===== src/rtl/nn_rd_pkg.sv =====
// Shared types and AXI constants for the nn_axi_burst_reader read engine.
//   rd_state_e     : engine FSM states
//   BURST_INCR     : AXI ARBURST encoding for incrementing bursts
//   RESP_OKAY      : AXI RRESP encoding for a good beat
//   BOUNDARY_BYTES : AXI bursts must not cross this address boundary
package nn_rd_pkg;

    typedef enum logic [1:0] {
        StIdle,
        StAddr,
        StData,
        StDone
    } rd_state_e;

    localparam logic [1:0]  BURST_INCR     = 2'b01;
    localparam logic [1:0]  RESP_OKAY      = 2'b00;
    localparam int unsigned BOUNDARY_BYTES = 4096;

endpackage


===== src/rtl/nn_burst_len_calc.sv =====
// Combinational burst sizing: len_o = min(MAX_BURST, remain_i, beats left before the next
// 4 KB boundary). Result is a beat count (1..MAX_BURST), not AXI arlen.
//   offset_i : low 12 bits of the (beat-aligned) burst start address
//   remain_i : beats still to fetch for the command
//   len_o    : beats in the next burst
module nn_burst_len_calc
    import nn_rd_pkg::*;
#(
    parameter int unsigned DATA_W    = 64,
    parameter int unsigned MAX_BURST = 16,
    parameter int unsigned LEN_W     = 24
) (
    input  logic [11:0]      offset_i,
    input  logic [LEN_W-1:0] remain_i,
    output logic [8:0]       len_o
);

    localparam int unsigned Sh = $clog2(DATA_W / 8);

    logic [31:0] to_bnd;
    logic [31:0] rem;
    logic [31:0] best;

    always_comb begin
        to_bnd = (32'(BOUNDARY_BYTES) - 32'(offset_i)) >> Sh;
        rem    = 32'(remain_i);
        best   = 32'(MAX_BURST);
        if (rem < best) begin
            best = rem;
        end
        if (to_bnd < best) begin
            best = to_bnd;
        end
        len_o = 9'(best);
    end

endmodule


===== src/rtl/nn_axi_burst_reader.sv =====
// AXI4 read master: fetches one command (address, byte count) as a sequence of INCR bursts
// that never exceed MAX_BURST beats nor cross a 4 KB boundary, and streams the read data
// out on an AXI4-Stream port with TLAST on the final beat of the command.
//   cmd_*        : command handshake (accepted only while idle)
//   m_axi_ar*    : read address channel, one burst outstanding at a time
//   m_axi_r*     : read data channel, passed straight through to m_axis_*
//   m_axis_*     : output stream
//   busy/done    : status; done is a one-cycle pulse after the last beat
//   err          : sticky (bad RRESP or misplaced RLAST), cleared on next accept
//   interrupt    : level, set with done, cleared on next accept
// Optional: define NN_RD_PERF_CNT_EN to add perf_busy_cycles / perf_stall_cycles.
module nn_axi_burst_reader
    import nn_rd_pkg::*;
#(
    parameter int unsigned ADDR_W    = 32,
    parameter int unsigned DATA_W    = 64,
    parameter int unsigned MAX_BURST = 16,
    parameter int unsigned LEN_W     = 24
) (
    input  logic              s_axi_aclk,
    input  logic              s_axi_aresetn,
    input  logic              cmd_valid,
    output logic              cmd_ready,
    input  logic [ADDR_W-1:0] cmd_addr,
    input  logic [LEN_W-1:0]  cmd_bytes,
    output logic [ADDR_W-1:0] m_axi_araddr,
    output logic [7:0]        m_axi_arlen,
    output logic [2:0]        m_axi_arsize,
    output logic [1:0]        m_axi_arburst,
    output logic              m_axi_arvalid,
    input  logic              m_axi_arready,
    input  logic [DATA_W-1:0] m_axi_rdata,
    input  logic [1:0]        m_axi_rresp,
    input  logic              m_axi_rlast,
    input  logic              m_axi_rvalid,
    output logic              m_axi_rready,
    output logic [DATA_W-1:0] m_axis_tdata,
    output logic              m_axis_tlast,
    output logic              m_axis_tvalid,
    input  logic              m_axis_tready,
`ifdef NN_RD_PERF_CNT_EN
    output logic [31:0]       perf_busy_cycles,
    output logic [31:0]       perf_stall_cycles,
`endif
    output logic              busy,
    output logic              done,
    output logic              err,
    output logic              interrupt
);

    localparam int unsigned      Sh      = $clog2(DATA_W / 8);
    localparam logic [LEN_W-1:0] OneBeat = LEN_W'(1);

    rd_state_e         state_q;
    logic [ADDR_W-1:0] addr_q;     // start address of the current burst
    logic [LEN_W-1:0]  remain_q;   // beats left in the whole command
    logic [8:0]        burst_q;    // beats left in the current burst
    logic [7:0]        arlen_q;
    logic              err_q;
    logic              irq_q;
    logic              done_q;

    logic [ADDR_W-1:0] cmd_addr_al;
    logic [LEN_W-1:0]  cmd_beats;
    logic [ADDR_W-1:0] next_addr;
    logic [11:0]       calc_off;
    logic [LEN_W-1:0]  calc_remain;
    logic [8:0]        calc_len;
    logic              rd_hs;
    logic              last_beat;
    logic              unused_addr_bits;

    assign unused_addr_bits = ^cmd_addr[Sh-1:0];

    // The sizing unit always looks at the *next* burst: the new command while idle,
    // otherwise the burst that follows the current one.
    always_comb begin
        cmd_addr_al = {cmd_addr[ADDR_W-1:Sh], {Sh{1'b0}}};
        cmd_beats   = cmd_bytes >> Sh;
        next_addr   = addr_q + (ADDR_W'({1'b0, arlen_q} + 9'd1) << Sh);
        rd_hs       = (state_q == StData) && m_axi_rvalid && m_axis_tready;
        last_beat   = (burst_q == 9'd1);
        if (state_q == StIdle) begin
            calc_off    = cmd_addr_al[11:0];
            calc_remain = cmd_beats;
        end else begin
            calc_off    = next_addr[11:0];
            calc_remain = remain_q - OneBeat;
        end
    end

    nn_burst_len_calc #(
        .DATA_W    (DATA_W),
        .MAX_BURST (MAX_BURST),
        .LEN_W     (LEN_W)
    ) u_len_calc (
        .offset_i (calc_off),
        .remain_i (calc_remain),
        .len_o    (calc_len)
    );

    always_ff @(posedge s_axi_aclk or negedge s_axi_aresetn) begin
        if (!s_axi_aresetn) begin
            state_q  <= StIdle;
            addr_q   <= '0;
            remain_q <= '0;
            burst_q  <= '0;
            arlen_q  <= '0;
            err_q    <= 1'b0;
            irq_q    <= 1'b0;
            done_q   <= 1'b0;
        end else begin
            done_q <= 1'b0;
            case (state_q)
                StIdle: begin
                    if (cmd_valid) begin
                        addr_q   <= cmd_addr_al;
                        remain_q <= cmd_beats;
                        err_q    <= 1'b0;
                        irq_q    <= 1'b0;
                        if (cmd_beats == '0) begin
                            state_q <= StDone;
                        end else begin
                            arlen_q <= 8'(calc_len - 9'd1);
                            burst_q <= calc_len;
                            state_q <= StAddr;
                        end
                    end
                end
                StAddr: begin
                    if (m_axi_arready) begin
                        state_q <= StData;
                    end
                end
                StData: begin
                    if (rd_hs) begin
                        // Flag only; the beat count alone decides when a burst ends.
                        if ((m_axi_rresp != RESP_OKAY) || (m_axi_rlast != last_beat)) begin
                            err_q <= 1'b1;
                        end
                        remain_q <= remain_q - OneBeat;
                        burst_q  <= burst_q - 9'd1;
                        if (last_beat) begin
                            if (remain_q == OneBeat) begin
                                state_q <= StDone;
                            end else begin
                                addr_q  <= next_addr;
                                arlen_q <= 8'(calc_len - 9'd1);
                                burst_q <= calc_len;
                                state_q <= StAddr;
                            end
                        end
                    end
                end
                StDone: begin
                    done_q  <= 1'b1;
                    irq_q   <= 1'b1;
                    state_q <= StIdle;
                end
                default: state_q <= StIdle;
            endcase
        end
    end

    assign cmd_ready     = (state_q == StIdle);
    assign busy          = (state_q != StIdle);
    assign done          = done_q;
    assign err           = err_q;
    assign interrupt     = irq_q;
    assign m_axi_araddr  = addr_q;
    assign m_axi_arlen   = arlen_q;
    assign m_axi_arsize  = 3'(Sh);
    assign m_axi_arburst = BURST_INCR;
    assign m_axi_arvalid = (state_q == StAddr);
    assign m_axi_rready  = (state_q == StData) && m_axis_tready;
    assign m_axis_tvalid = (state_q == StData) && m_axi_rvalid;
    assign m_axis_tdata  = (state_q == StData) ? m_axi_rdata : '0;
    assign m_axis_tlast  = (state_q == StData) && (remain_q == OneBeat);

`ifdef NN_RD_PERF_CNT_EN
    logic [31:0] perf_busy_q;
    logic [31:0] perf_stall_q;

    always_ff @(posedge s_axi_aclk or negedge s_axi_aresetn) begin
        if (!s_axi_aresetn) begin
            perf_busy_q  <= '0;
            perf_stall_q <= '0;
        end else if ((state_q == StIdle) && cmd_valid) begin
            perf_busy_q  <= '0;
            perf_stall_q <= '0;
        end else begin
            if (busy && (perf_busy_q != '1)) begin
                perf_busy_q <= perf_busy_q + 32'd1;
            end
            if (m_axis_tvalid && !m_axis_tready && (perf_stall_q != '1)) begin
                perf_stall_q <= perf_stall_q + 32'd1;
            end
        end
    end

    assign perf_busy_cycles  = perf_busy_q;
    assign perf_stall_cycles = perf_stall_q;
`endif

endmodule


===== config.mk =====
export PLATFORM = sky130hd
export DESIGN_NAME = nn_axi_burst_reader
export DESIGN_NICKNAME = d
export VERILOG_FILES = /design/src/rtl/nn_rd_pkg.sv /design/src/rtl/nn_burst_len_calc.sv /design/src/rtl/nn_axi_burst_reader.sv
export SDC_FILE = /design/constraint.sdc
export NUM_CORES = 1
export LEC_CHECK = 0
export CORE_MARGIN = 10
export CORE_UTILIZATION = 49
export DETAILED_ROUTE_END_ITERATION = 10
export PLACE_DENSITY = 0.87
export SETUP_SLACK_MARGIN = 0.4
export SLEW_MARGIN = 20
export SYNTH_ARGS = -nofsm -noshare
export SYNTH_HDL_FRONTEND = slang
export SYNTH_HIERARCHICAL = 1
export SYNTH_SLANG_ARGS = --single-unit
export TNS_END_PERCENT = 1

===== constraint.sdc =====
create_clock -name s_axi_aclk -period 7.4 [get_ports s_axi_aclk]
set_input_delay 1.48 -clock s_axi_aclk [delete_from_list [all_inputs] [get_ports s_axi_aclk]]
set_output_delay 1.48 -clock s_axi_aclk [all_outputs]
set_load 0.005 [all_outputs]

==> tab_implementation.tex <==
\begin{tabular}{lr}
\hline
Metric & Value \\
\hline
\multicolumn{2}{l}{\textbf{Worst hold path}} \\
\quad Origin of the worst min-delay path & burst\_q[1]\$\_DFFE\_PN0P\_ \\
\quad Hold Path Class & reg2reg \\
\quad Number of cells on the worst hold path & 2 \\
\quad Worst Hold Path EP & burst\_q[1]\$\_DFFE\_PN0P\_ \\
\multicolumn{2}{l}{\textbf{Clock network}} \\
\quad Clock Root Buffer & clkbuf\_16 \\
\quad Total CTS buffers & 9 \\
\quad Post-CTS setup buffer count & 0 \\
\quad Number of clock sinks & 75 \\
\quad TritonCTS clock tree & done \\
\quad Deepest level of the CTS H-tree & 3 \\
\quad Post-CTS Hold Buffers & 0 \\
\quad Post-CTS clock slew at the launch and capture registers of the worst setup and hold paths & 0.06 ns \\
\quad Resized Gates After CTS & 0 \\
\quad Clock latency on the worst-skew pair & between 0.3 and 0.4 ns \\
\quad Buffer levels on the longest clock path & 2 \\
\multicolumn{2}{l}{\textbf{Routing}} \\
\quad DRT iter0 DRCs & $\sim$940 \\
\quad Antenna Violating Nets Remaining & 0 \\
\quad Vias after detailed routing & 7273 \\
\quad Detailed Routing Iterations Pass 1 & 6 \\
\quad Wirelength per Cell & between 15 and 20 µm \\
\quad Total wirelength of the detailed-routed design & 23400 µm \\
\quad DRC viols & 0 \\
\quad Via-per-instance ratio & 5.82 \\
\multicolumn{2}{l}{\textbf{STA}} \\
\quad Final setup violation count & 0 \\
\quad Period utilization & 0.756 \\
\quad Final Max Tran Viols & 0 \\
\quad Worst-case headroom to the max-slew limit & 0.239 \\
\quad Transition time at the pin with the least slew margin & 1.14 ns \\
\quad Minimum clock period after layout & between 5 and 6 ns \\
\quad Layout Skew & 0.00931 ns \\
\quad Aggregate negative setup slack & 0 ns \\
\quad RSZ-0062 raised after global routing & no \\
\quad Maximum operating frequency & 179 MHz \\
\quad Hold slack final & 0.526 ns \\
\quad Number of failing hold endpoints at the final stage & 0 \\
\multicolumn{2}{l}{\textbf{Die}} \\
\quad Vertical die dimension & 136 µm \\
\quad Horiz. Die Dim & 136 µm \\
\quad Initial Util & 0.499 \\
\quad Site Rows & 42 \\
\quad Number of top-level pins & 247 \\
\quad Area of the core & about 0.013 mm² \\
\quad Full die area & $\sim$0.019 mm² \\
\multicolumn{2}{l}{\textbf{Global route}} \\
\quad Global-route usage over all layers & 0.243 \\
\quad Antenna violations before repair & 0 \\
\quad First-pass GRT wire length & 36400 µm \\
\quad Vias in the first global route & 6742 \\
\quad Largest net degree at the start of global routing & 76 \\
\quad Total gr overflow & 0 \\
\multicolumn{2}{l}{\textbf{Power and ir drop}} \\
\quad Worst IR Drop VDD & a little over 0.0003 V \\
\quad Pwr Density & about 420 mW/mm² \\
\quad Sequential group share of total power & 0.219 \\
\quad Share of total power consumed by net switching & 0.469 \\
\quad NetSw & 0.00185 W \\
\quad Cell internal pwr & 0.00210 W \\
\quad Pleak & 3.71 nW \\
\quad Comb power frac & 0.660 \\
\quad Clock share of power & 0.121 \\
\multicolumn{2}{l}{\textbf{Setup path}} \\
\quad Reg2Reg Setup Slack & around 1.8 ns \\
\quad Worst reg2reg path depth & 24 \\
\quad Critical setup path kind & reg2reg \\
\quad Data arrival time of the critical path & between 5 and 6 ns \\
\quad Endpoint of the most critical register-to-register path & m\_axi\_arlen[6]\$\_DFFE\_PN0P\_ \\
\quad Largest driver fanout on the critical path & 8 \\
\quad Required time reported for the critical path endpoint & 7.61 ns \\
\quad Critical Path Sink Type & flop \\
\quad RR Startpoint & remain\_q[0]\$\_DFFE\_PN0P\_ \\
\quad Startpoint Class & flop \\
\multicolumn{2}{l}{\textbf{Synth}} \\
\quad Seq cells post-synth & 75 \\
\quad Number of enable-type register cells in the synthesized netlist & 0 \\
\quad Synth unique cells & 73 \\
\quad Post-synthesis cell count & 862 \\
\quad Primary FF master, synth & dfrtp\_1 \\
\quad Async SR Flop Fraction & 1.00 \\
\quad Synth Cell Area & 0.00660 mm² \\
\quad Syn. warnings & 6 \\
\quad Portion of the post-synthesis area used by sequential elements & 0.284 \\
\quad Mapped Avg Cell Area & 7.66 µm² \\
\multicolumn{2}{l}{\textbf{Cells and area}} \\
\quad Layout cells sized above 1 & 0.0512 \\
\quad Filler Cells Inserted & 1097 \\
\quad Most common cell after layout, fill and taps aside & clkdlybuf4s50\_1 \\
\quad Growth of design area from synthesis to finish & 41.3\% \\
\quad Number of nets at the end of the flow & 1224 \\
\quad Ant diodes & 0 \\
\quad Commonest cells after routing, fill and taps aside & 231 x clkdlybuf4s50\_1, 101 x nand2\_1, 75 x dfrtp\_1 \\
\multicolumn{2}{l}{\textbf{Placement}} \\
\quad Buffers on Ports & around 230 \\
\quad Half-perimeter wire length of the detailed placement result & between 15000 and 20000 µm \\
\quad Routability congestion estimate from global placement & $\sim$0.9 \\
\multicolumn{2}{l}{\textbf{Run status}} \\
\quad Run status & complete, no violations \\
\multicolumn{2}{l}{\textbf{Flow run}} \\
\quad \# Max-Cap Violations & 0 \\
\hline
\end{tabular}
## through the flow
step	setup WS (ns)	total power [W]	util	instances	cell area, µm²
2_1_floorplan	2.38	0.00253	-	881	6670
3_3_place_gp	1.55	0.00335	0.680	1233	9010
3_5_place_dp	1.43	0.00342	0.680	1233	9010
4_1_cts	1.63	0.00392	0.704	1249	9330
5_1_grt	1.38	0.00426	0.705	1250	9330
6_report	1.81	0.00395	0.705	1250	9330
## kinds of logic after synthesis
logic type | share of synthesized area
and+or+nand+nor | 0.284
AOI/OAI and AO/OA | 0.264
buffers and inverters | 0.0515
DFF | 0.284
xor gates and xnor gates | 0.0610
adders and majority gates | 0.0504
other | 0.00171
muxes | 0.00341
## flip-flops by register name (all words and copies together), names as in the netlist
name	flops
m_axi_arlen	8
remain_q	24
state_q	2
done	1
err	1
burst_q	9
m_axi_araddr	29
interrupt	1
## cell type report
cell class | instances | area [µm²] | area share
clock buffers | 10 | 229 | 0.0245
clock inverters | 6 | 90.1 | 0.00965
inverters | 17 | 63.8 | 0.00684
multi-input cells | 726 | 4480 | 0.480
flip-flops and latches | 75 | 1880 | 0.201
well taps | 176 | 220 | 0.0236
repair buffers | 240 | 2380 | 0.255
## cells in the mapped netlist (8+ instances only)
library cell / count / area (µm²)
xor2_1: 20 / 175
o211ai_1: 9 / 67.6
nand2_1: 101 / 379
buf_2: 8 / 40.0
and2_1: 71 / 444
o22ai_1: 23 / 144
a21oi_1: 67 / 335
inv_1: 17 / 63.8
and3_1: 12 / 75.1
ha_1: 25 / 313
o21ai_1: 14 / 70.1
nor4_1: 20 / 125
nor3_1: 22 / 110
a31oi_1: 12 / 75.1
clkbuf_1: 46 / 173
o21ai_0: 60 / 300
a2bb2oi_1: 14 / 123
xnor2_1: 26 / 228
buf_4: 8 / 60.1
nor2_1: 58 / 218
a21o_1: 13 / 97.6
nand3_1: 19 / 95.1
dfrtp_1: 75 / 1880
## critical path, stage by stage, from the launching register on
cell and delay (ns):
dfrtp_1 0.44, inv_1 0.08, ha_1 0.23, or3b_4 0.43, or4b_1 0.65, nor2_1 0.15
nand2_1 0.11, xor2_1 0.16, o21ai_1 0.07, nor4_1 0.39, nand3_1 0.19, nor2_2 0.36
nand2_1 0.17, ha_1 0.33, a21oi_1 0.07, o21a_1 0.18, a21o_1 0.24, o21a_2 0.26
o22ai_1 0.28, inv_1 0.10, ha_1 0.21, nand2_1 0.10, nor3_1 0.06, xnor2_1 0.14
o21ai_1 0.07
## how the worst max path moves through the flow
| stage | from | to | slack (ns) |
|---|---|---|---|
| after floorplan | remain_q[0]$_DFFE_PN0P_ | m_axi_arlen[6]$_DFFE_PN0P_ | 2.38 |
| after global placement | cmd_addr[3] | m_axi_arlen[6]$_DFFE_PN0P_ | 1.55 |
| after detailed placement | cmd_addr[3] | m_axi_arlen[6]$_DFFE_PN0P_ | 1.43 |
| after CTS | m_axi_arlen[0]$_DFFE_PN0P_ | m_axi_arlen[6]$_DFFE_PN0P_ | 1.63 |
| after global routing | remain_q[0]$_DFFE_PN0P_ | m_axi_arlen[6]$_DFFE_PN0P_ | 1.38 |
| final | remain_q[0]$_DFFE_PN0P_ | m_axi_arlen[6]$_DFFE_PN0P_ | 1.81 |
## power groups by stage
stage               combinational [W]  sequential, W  clock, W
global route                  0.00286       0.000896  0.000501
CTS                           0.00258       0.000856  0.000484
detailed placement            0.00256       0.000861         0
finish                        0.00260       0.000864  0.000480
floorplan                     0.00174       0.000799         0
global placement              0.00250       0.000853         0
## routing by layer
layer | wire length, µm | GRT usage | up-vias
met5 | 0 | 0 | -
met3 | 2080 | 0.0561 | 32
li1 | - | - | 3500
met4 | 374 | 0.0580 | 0
met2 | 11400 | 0.404 | 361
met1 | 9490 | 0.312 | 3380
Note: power is estimated with default switching activity, not from simulation.
